--- src/rtl/mmc1_write_sequencer.sv ---
// mmc1_write_sequencer: oversamples the CPU bus, qualifies M2 cycles and applies MMC1 serial-load rules,
// emitting one-clock commit and reset-request pulses for the register bank.
module mmc1_write_sequencer #(
  parameter int SYNC_STAGES = 2,
  parameter int MIN_M2_HIGH = 2
) (
  input  logic       CLK,
  input  logic       nRESET,
  input  logic       CPU_M2,
  input  logic       nCPU_ROMSEL,
  input  logic       nCPU_RW,
  input  logic       CPU_A14,
  input  logic       CPU_A13,
  input  logic       CPU_D0,
  input  logic       CPU_D7,
  output logic       WR_VALID,
  output logic [1:0] WR_SEL,
  output logic [4:0] WR_DATA,
  output logic       RESET_REQ,
  output logic [2:0] SHIFT_CNT,
  output logic       BUSY
);
  typedef enum logic [1:0] {WAIT_LOW, IDLE, HIGH} state_t;
  state_t state, state_n;
  logic [SYNC_STAGES-1:0][6:0] sync_q;
  logic [6:0] s;
  logic       m2;
  logic [5:0] cap, cap_n;
  logic [3:0] high_cnt, high_n;
  logic [4:0] shift, shift_n, data_n;
  logic [2:0] cnt_n;
  logic [1:0] sel_n;
  logic       prev_wr, prev_n, valid_n, rreq_n, eval, cycle_ok, is_wr;
  assign s = sync_q[SYNC_STAGES-1];
  assign m2 = s[6];
  assign eval = (state == HIGH) && !m2;
  assign cycle_ok = high_cnt >= 4'(MIN_M2_HIGH);
  assign is_wr = !cap[5] && !cap[4];
  assign BUSY = SHIFT_CNT != 3'd0;
  // Synchronizer resets to all-ones so an M2 high in progress at reset release reads as high and is skipped.
  always_ff @(posedge CLK or negedge nRESET)
    if (!nRESET) sync_q <= '1;
    else sync_q <= {sync_q[SYNC_STAGES-2:0], {CPU_M2, nCPU_ROMSEL, nCPU_RW, CPU_A14, CPU_A13, CPU_D0, CPU_D7}};
  always_ff @(posedge CLK or negedge nRESET)
    if (!nRESET) begin
      state     <= WAIT_LOW;
      high_cnt  <= '0;
      cap       <= '0;
      shift     <= '0;
      prev_wr   <= 1'b0;
      SHIFT_CNT <= '0;
      WR_VALID  <= 1'b0;
      RESET_REQ <= 1'b0;
      WR_SEL    <= '0;
      WR_DATA   <= '0;
    end else begin
      state     <= state_n;
      high_cnt  <= high_n;
      cap       <= cap_n;
      shift     <= shift_n;
      prev_wr   <= prev_n;
      SHIFT_CNT <= cnt_n;
      WR_VALID  <= valid_n;
      RESET_REQ <= rreq_n;
      WR_SEL    <= sel_n;
      WR_DATA   <= data_n;
    end
  always_comb begin
    state_n = state;
    high_n  = high_cnt;
    cap_n   = cap;
    shift_n = shift;
    cnt_n   = SHIFT_CNT;
    prev_n  = prev_wr;
    valid_n = 1'b0;
    rreq_n  = 1'b0;
    sel_n   = WR_SEL;
    data_n  = WR_DATA;
    unique case (state)
      WAIT_LOW: state_n = m2 ? WAIT_LOW : IDLE;
      IDLE: if (m2) begin
        state_n = HIGH;
        high_n  = 4'd1;
        cap_n   = s[5:0];
      end
      HIGH: if (m2) begin
        high_n = cycle_ok ? high_cnt : high_cnt + 4'd1;
        cap_n  = s[5:0];
      end else state_n = IDLE;
      default: state_n = WAIT_LOW;
    endcase
    // cap = {nROMSEL, nRW, A14, A13, D0, D7} from the last M2-high sample
    if (eval && cycle_ok) begin
      prev_n = is_wr;
      if (is_wr && !prev_wr) begin
        if (cap[0]) begin
          shift_n = '0;
          cnt_n   = '0;
          rreq_n  = 1'b1;
        end else if (SHIFT_CNT != 3'd4) begin
          shift_n = {cap[1], shift[4:1]};
          cnt_n   = SHIFT_CNT + 3'd1;
        end else begin
          data_n  = {cap[1], shift[4:1]};
          sel_n   = cap[3:2];
          valid_n = 1'b1;
          shift_n = '0;
          cnt_n   = '0;
        end
      end
    end
  end
endmodule

--- config.mk ---
export PLATFORM = sky130hd
export DESIGN_NAME = mmc1_write_sequencer
export DESIGN_NICKNAME = d
export VERILOG_FILES = /design/src/rtl/mmc1_write_sequencer.sv
export SDC_FILE = /design/constraint.sdc
export NUM_CORES = 1
export LEC_CHECK = 0
export CORE_MARGIN = 2
export CORE_UTILIZATION = 54
export DETAILED_ROUTE_END_ITERATION = 10
export PLACE_DENSITY = 0.9
export SYNTH_ARGS = -nofsm -noshare
export SYNTH_HDL_FRONTEND = slang
export SYNTH_SLANG_ARGS = --single-unit
--- constraint.sdc ---
create_clock -name CLK -period 2.37 [get_ports CLK]
set_input_delay 0.5925 -clock CLK [delete_from_list [all_inputs] [get_ports CLK]]
set_output_delay 0.5925 -clock CLK [all_outputs]
set_load 0.02 [all_outputs]
### Word-level counts from Yosys, hierarchy flattened

Cells that the tools add are included.

* register bits: 44
* output and inout bits: 13

* $add $sub $neg: 2
* $lt $le $gt $ge: 1
* equal/unequal tests: 7
* multiplexer cells: 19
* bitwise operators: 2
* reductions and logical operators: 17

Operator list (number)
* 2-to-1 mux 4 bit: 3
* 2-to-1 mux 5 bit: 2
* 2-to-1 mux 1 bit: 8
* inequality test 2 bit, second input constant: 4
* one-hot mux 4 bit (2 select lines): 1
* AND reduction 4 bit: 2
* 2-to-1 mux 3 bit: 2
* one-hot mux 2 bit (3 select lines): 1
* AND reduction 2 bit: 3
* adder 4 x 1 -> 4 bit, second input constant: 1
* >= comparator 4 x 2 -> 1 bit, second input constant: 1
* logical AND 1 bit: 4
* zero test 1 bit: 4
* 2-to-1 mux 2 bit: 2
* adder 3 x 1 -> 3 bit, second input constant: 1
* inequality test 3 bit, second input constant: 1
* nonzero test 3 bit: 1
* == test 2 x 1 -> 1 bit, second input constant: 1
* == test 2 bit, second input constant: 1
* zero test 2 bit: 1
* inverter 1 bit: 2
* nonzero test 2 bit: 1
* OR reduction 2 bit: 1

### Longest topological paths before layout

Gate-level depths: netlist (run 1).

* word-level depth: 5
* depth in mapped cells: 6
* mapped depth without buffers: 5

### Worst setup path before layout (run 1)

OpenSTA, ideal clock, no wires.

* path type: register to register
* start point: register state[0]
* end point: register WR_DATA[0]
* setup time: 125 ps
* arrival: 1646 ps
* required time: 2245 ps
* path slack: 600 ps
* stages on the path, launching flop included: 7
* buffers on the path: 1
* cell sequence: dfrtp_1 > inv_1 > ha_1 > nand2b_1 > buf_2 > nor4_4 > mux2_2

* longest elaborated chain between the ends: 4

RTL lines
* start, declared: line 24 `state_t state, state_n;`
* start signal, assigned: line 57 `state <= state_n;`
* == test 2 bit: line 36 `assign eval = (state == HIGH) && !m2;`
* logical AND 1 bit: line 36
* logical AND 1 bit: line 93 `if (eval && cycle_ok) begin`
* AND reduction 4 bit (no line)
* end signal, assigned: line 66 `WR_DATA <= data_n;`
* end, declared: line 18 `output logic [4:0] WR_DATA,`

No other way between the ends.
A chain may end at the register's enable or synchronous reset.

### Worst setup path in the final report (run 1)

* start point: register SHIFT_CNT[2]
* end point: output port SHIFT_CNT[2]

RTL lines
* start, declared: line 20 `output logic [2:0] SHIFT_CNT,`
* start signal, assigned: line 62 `SHIFT_CNT <= cnt_n;`

No word-level cell between the ends.

==> impl_metrics.csv, run 1 <==
group,metric,value,unit
global_route,grt.total_usage,0.181,
global_route,grt_pass1_wl,4.73,mm
floorplan,io_pins,22,
power,p_comb_frac,0.253,
cells_and_area,final_area,2100,um^2
setup_path,crit_required,1.78,ns
sta,finClkSkew,0.0163,ns
cells_and_area,layout-drive-gt1-share,0.273,
clock_tree,clk_pin_slew_worst_paths,0.12,ns
global_route,gr-total-overflow,0,
placed_design,port_buffers,21,
clock_tree,cts.repair.resized,0,
setup_path,cp_num_buf_inv,1,
setup_path,slowest_delay,0.64,ns
cells_and_area,fillers,212,
sta,finalSetupViolCount,0,
global_route,grt_pass1_vias,1055,
clock_tree,cts_buffer_depth,2,
floorplan,die_w,60.8,um
yosys,synth_xor_area_frac,0,
floorplan,die_h,60.8,um
placed_design,dp.cells,190,
hold_path,hold_path.class,"in2async",
clock_tree,cts-root-buf,"clkbuf_4",
clock_tree,clkLatencyLatePin,0.36,ns
setup_path,r2r_slack,0.37,ns
yosys,synth_top_family_by_area,"simple AND/OR/NAND/NOR gates",
global_route,antenna_found_initial,0,
clock_tree,htree_levels,2,
sta,finalWorstPathRequiredPeriod,2.04,ns
power,p_seq_frac,0.471,
clock_tree,cts_tree,"yes",
drt,vias,1058,
run,drv_cap,0,
floorplan,dieArea,3690,um^2
yosys,ys_ff_latch,43,
setup_path,crit_chain,"clkdlybuf4s50_1",
floorplan,rows,20,
placed_design,post-dp-hpwl,2.04,mm
clock_tree,postCtsSetupBuffers,0,
cells_and_area,syn2layout_area_growth,20.6,%
outcome,status,"completed",
yosys,netlist_area,1740,um^2
drt,dr.pass1.iters,4,
sta,holdWs,0.343,ns
yosys,synthDistinctLibCells,34,
sta,tns,0,ns
yosys,synth-simple-area-share,0.105,
setup_path,critPathLaunchType,"register",
sta,rsz0062_at_grt,"no",
setup_path,cpMaxStageDelayCell,"clkdlybuf4s50_1",
power,power_leakage,0.927,nW
drt,wl_per_cell,14.1,um
clock_tree,clkSinkCount,43,
drt,drt_wl_total,2.79,mm
placed_design,gp_congestion,0.753,
yosys,ys_seq_area_frac,0.628,
setup_path,criticalPathCategory,"reg2out",
clock_tree,holdBufCountCts,0,
cells_and_area,diodes,0,
setup_path,end_kind,"output port",
yosys,synthMuxAreaShare,0.102,
drt,drt_iter0_markers,31,
floorplan,start_util,0.570,
sta,hold_viol,0,
yosys,syn_inst,127,
global_route,grt_max_degree,44,
yosys,synthAdderAreaFrac,0.0503,
power,p_switching,0.605,mW
floorplan,core_area,3050,um^2
sta,timing.final.crit_share,0.860,
sta,clock.fmax,490,MHz
clock_tree,cts_made_buffers,5,
sta,tightestPinTransition,0.893,ns
cells_and_area,layout.nets,169,
power,p_int,1.42,mW
sta,slew_headroom,0.404,
drt,drc,0,
yosys,avgSynthCellArea,13.7,um^2
placed_design,placedInstanceArea,1990,um^2
power,power_frac_clock,0.276,
power,sw_frac_of_total,0.299,
sta,slew_violations,0,
drt,postRouteAntennaNets,0,
cells_and_area,stdcell_count,198,
yosys,synthesis.nets,143,
setup_path,cp_top_family,"buffers and inverters",
power,ir_drop,0.000677,V
yosys,yosys_warnings,0,
cells_and_area,fin_util,0.687,
yosys,synth_compound_area_frac,0.0870,
drt,viasPerCell,5.34,
setup_path,arrival,1.45,ns
setup_path,cp_max_fo,7,
power,cellPowerDensity,964,nW/um^2
==> layout make-up <==
class,instances,area (um^2),area share
clock buffer,6,41.3,0.0197
clock inverter,2,60.1,0.0286
inverter,5,18.8,0.00894
multi-input combinational,74,599,0.286
sequential,43,1090,0.521
tap,44,55.1,0.0262
timing repair buffer,24,230,0.110
==> final timing paths <==
path	from	to	cells after the start
max	SHIFT_CNT[2]	SHIFT_CNT[2]	1
min	nRESET	RESET_REQ	1
min reg2reg	sync_q[5]	s[5]	0
max in group asynchronous	nRESET	cap[5]	1
max reg2reg	high_cnt[0]	WR_SEL[1]	6
min in group CLK	sync_q[5]	s[5]	0
==> routing by layer <==
metal  up-vias  global-route usage  wire [um]
met2        26               0.293       1440
met3         4              0.0618        128
met1       518               0.218       1180
met4         0              0.0839         49
met5         -                   0          0
li1        510                   -          -
==> sequential cells by signal, indices dropped and copies added (netlist names) <==
| name | flops |
|---|---|
| WR_SEL | 2 |
| cap | 6 |
| SHIFT_CNT | 3 |
| sync_q | 7 |
| high_cnt | 4 |
| WR_DATA | 5 |
| s | 7 |
| state | 2 |
| prev_wr | 1 |
| WR_VALID | 1 |
| RESET_REQ | 1 |
| shift | 4 |
==> synth_stat cells <==
| master | instances | share of area |
|---|---|---|
| dfrtp_1 | 29 | 0.42 |
| dfstp_2 | 14 | 0.21 |
| mux2_2 | 14 | 0.091 |
| nand2_1 | 8 | 0.017 |
| ha_1 | 7 | 0.050 |
| o21ai_0 | 7 | 0.020 |
| inv_1 | 5 | 0.011 |
| a21oi_1 | 4 | 0.012 |
| nand2b_1 | 4 | 0.014 |
| o31ai_1 | 4 | 0.017 |
| nor3b_1 | 3 | 0.013 |
| buf_2 | 2 | 0.0058 |
| clkbuf_1 | 2 | 0.0043 |
| mux2i_1 | 2 | 0.012 |
| nor2_1 | 2 | 0.0043 |
| or3_1 | 2 | 0.0072 |
| a2111oi_0 | 1 | 0.0050 |
| a211o_1 | 1 | 0.0050 |
| a22o_1 | 1 | 0.0050 |
| a31oi_1 | 1 | 0.0036 |
| a41oi_1 | 1 | 0.0050 |
| and2_1 | 1 | 0.0036 |
| buf_6 | 1 | 0.0065 |
| nand3b_1 | 1 | 0.0043 |
| nand4b_1 | 1 | 0.0050 |
| nor3_1 | 1 | 0.0029 |
| nor4_1 | 1 | 0.0036 |
| nor4_2 | 1 | 0.0072 |
| nor4_4 | 1 | 0.012 |
| nor4b_1 | 1 | 0.0050 |
| o21a_1 | 1 | 0.0043 |
| o2bb2ai_1 | 1 | 0.0050 |
| o41ai_1 | 1 | 0.0050 |
| or3b_2 | 1 | 0.0050 |
==> logic make-up after synthesis <==
family,Yosys count
mux,16
compound gates,23
flops,43
fa+ha+maj,7
simple gates,28
buf+inv,10
==> power by group through the flow <==
stage	logic [mW]	clock network [mW]	registers [mW]
3_5_place_dp	0.513	0	0.966
5_1_grt	0.579	0.598	0.973
2_1_floorplan	0.388	0	0.942
6_report	0.511	0.558	0.953
3_3_place_gp	0.474	0	0.953
4_1_cts	0.516	0.566	0.952
==> per-stage QoR <==
step           power [mW]  setup slack (ns)
2_1_floorplan        1.33             0.600
3_3_place_gp         1.43             0.456
3_5_place_dp         1.48             0.385
4_1_cts              2.03            0.0218
5_1_grt              2.15             0.223
6_report             2.02             0.331
==> layout by cell type (no fill, tap or decap), types with 2 or more instances in the layout <==
cell type and count:
nor3b_1 3, a21oi_1 4, nor2_1 2, nand2b_1 4, ha_1 7, buf_4 3
mux2_2 14, bufinv_16 2, clkbuf_4 5, o21ai_0 7, mux2i_1 2, dfstp_2 14
nand2_1 8, or3_1 2, o31ai_1 4, clkdlybuf4s50_1 19, dfrtp_1 29, inv_1 5
(Power assumes the default switching activity.)
==> inputs of run 2 (changes only) <==
- CORE_UTILIZATION: 54 -> 55
- CTS_BUF_LIST: unset -> sky130_fd_sc_hd__clkbuf_8
- HOLD_SLACK_MARGIN: unset -> 0.06
- PLACE_DENSITY: 0.9 -> 0.91
==> run 2 against run 1 <==
Against the previous run:
- global-route usage up 2.1 points
- clock skew down 0.0072 ns
- worst hold slack better by 0.014 ns
- wire length up 4.9%
- via count up 3.4%
- total power down 5.2%
- register-to-register slack worse by 0.04 ns
- sequential share of layout area up 0.47 points
- largest power group unchanged
==> impl_metrics.csv, run 2 (synthesis gave the netlist of run 1 again) <==
group,metric,value,unit
outcome,status,"completed",
power,sw_frac_of_total,0.327,
sta,timing.final.crit_share,0.969,
hold_path,hold_path.class,"reg2reg",
placed_design,place_ws,0.320,ns
clock_tree,htree_levels,2,
power,ir_drop,0.000590,V
clock_tree,cts.repair.resized,0,
power,p_comb_frac,0.271,
cells_and_area,mostFrequentLayoutCells,"dfrtp_1, clkdlybuf4s50_1, mux2_2, dfstp_2, nand2_1",
setup_path,end_kind,"output port",
placed_design,post-dp-hpwl,2.14,mm
power,power_frac_clock,0.229,
cells_and_area,syn2layout_area_growth,19.5,%
cells_and_area,final_common_cell,"dfrtp_1",
power,p_int,1.29,mW
clock_tree,cts-root-buf,"clkbuf_8",
global_route,grt_pass1_vias,1156,
sta,finalSetupViolCount,0,
sta,tightestPinTransition,0.884,ns
placed_design,port_buffers,21,
clock_tree,cts_buffer_depth,2,
drt,drt_iter0_markers,80,
setup_path,critPathLaunchType,"register",
floorplan,start_util,0.575,
sta,tns,0,ns
drt,viasPerCell,5.53,
cells_and_area,multiInputGateArea,599,um^2
cells_and_area,diodes,0,
clock_tree,cts_made_buffers,5,
drt,drc,0,
drt,vias,1094,
floorplan,io_pins,22,
setup_path,cp_max_fo,4,
floorplan,die_w,60.3,um
clock_tree,clk_pin_slew_worst_paths,0.08,ns
global_route,antenna_found_initial,0,
cells_and_area,fillers,223,
run,drv_cap,0,
floorplan,dieArea,3630,um^2
cells_and_area,fin_util,0.687,
sta,clock.fmax,435,MHz
sta,finClkSkew,0.00914,ns
clock_tree,clkSinkCount,43,
power,p_switching,0.626,mW
power,cellPowerDensity,922,nW/um^2
clock_tree,postCtsSetupBuffers,0,
power,p_seq_frac,0.500,
sta,slew_headroom,0.411,
power,power_leakage,0.903,nW
clock_tree,cts_tree,"yes",
global_route,gr-total-overflow,0,
clock_tree,holdBufCountCts,0,
sta,finalWorstPathRequiredPeriod,2.30,ns
drt,dr.pass1.iters,4,
placed_design,gp_congestion,0.762,
sta,slew_violations,0,
global_route,grt_pass1_wl,5.18,mm
floorplan,core_area,3030,um^2
floorplan,rows,20,
cells_and_area,layout-drive-gt1-share,0.273,
cells_and_area,final-seq-area,1090,um^2
sta,rsz0062_at_grt,"no",
drt,wl_per_cell,14.8,um
setup_path,crit_required,1.78,ns
setup_path,arrival,1.70,ns
cells_and_area,layout.nets,169,
sta,worst_slack,0.0728,ns
global_route,grt_max_degree,44,
global_route,grt.total_usage,0.202,
sta,hold_viol,0,
setup_path,criticalPathCategory,"reg2out",
clock_tree,clkLatencyLatePin,0.29,ns
drt,postRouteAntennaNets,0,
drt,drt_wl_total,2.93,mm
floorplan,die_h,60.3,um
[run 2: cell count changes in the layout (fill, tap and decap cells not counted)]
| cell | previous run | this run |
|---|---|---|
| bufinv_16 | 2 | 0 |
| clkbuf_8 | 0 | 5 |
| dlymetal6s2s_1 | 1 | 0 |
| clkbuf_4 | 5 | 0 |
| clkbuf_1 | 1 | 0 |
| clkdlybuf4s50_1 | 19 | 20 |
| clkinvlp_4 | 0 | 1 |
| inv_1 | 5 | 6 |
| clkinv_2 | 0 | 1 |
[run 2: power by group through the flow]
| stage | Sequential [mW] | Clock, mW | Combinational (mW) |
|---|---|---|---|
| floorplan | 0.942 | 0 | 0.388 |
| CTS | 0.958 | 0.456 | 0.524 |
| finish | 0.959 | 0.440 | 0.519 |
| global placement | 0.952 | 0 | 0.475 |
| detailed placement | 0.972 | 0 | 0.520 |
| global route | 0.975 | 0.480 | 0.583 |
[run 2: worst paths after layout]
kind	from	end	slack, ns	cells after the start
worst max-delay path	SHIFT_CNT[0]	BUSY	0.07	4
worst min-delay path	sync_q[4]	s[4]	0.36	0
worst max register to register	state[0]	WR_SEL[0]	0.33	5
worst min register to register	sync_q[4]	s[4]	0.36	0
max in group asynchronous	nRESET	WR_SEL[0]	1.40	1
min in group asynchronous	nRESET	SHIFT_CNT[1]	0.42	1
[run 2: worst max-delay path, cell delays in order, from the launching register on]
cell and delay (ns):
dfrtp_1 0.38, inv_1 0.09, ha_1 0.25, nand2b_1 0.10
clkdlybuf4s50_1 0.60
[run 2: area by class of cell]
cell class | instances | share of cell area
Sequential cell | 43 | 0.526
Multi-Input combinational cell | 74 | 0.288
Timing Repair Buffer | 24 | 0.110
Inverter | 5 | 0.00903
Clock inverter | 3 | 0.00782
Tap cell | 44 | 0.0265
Clock buffer | 5 | 0.0331
[run 2: routing by layer]
metal / routed length, um / part of all wire / track usage
met1: 1170 / 0.40 / 0.227
met2: 1480 / 0.50 / 0.329
met3: 140 / 0.048 / 0.0519
met4: 138 / 0.047 / 0.146
met5: 0 / 0 / 0
[run 2: per-stage QoR]
stage               instance area, um^2  power (mW)  instances  hold WS, ns
finish                             2080        1.92        198        0.357
global route                       2080        2.04        198        0.363
CTS                                2080        1.94        198        0.358
detailed placement                 1990        1.49        190        0.347
global placement                   1990        1.43        190        0.346
floorplan                          1740        1.33        127        0.297
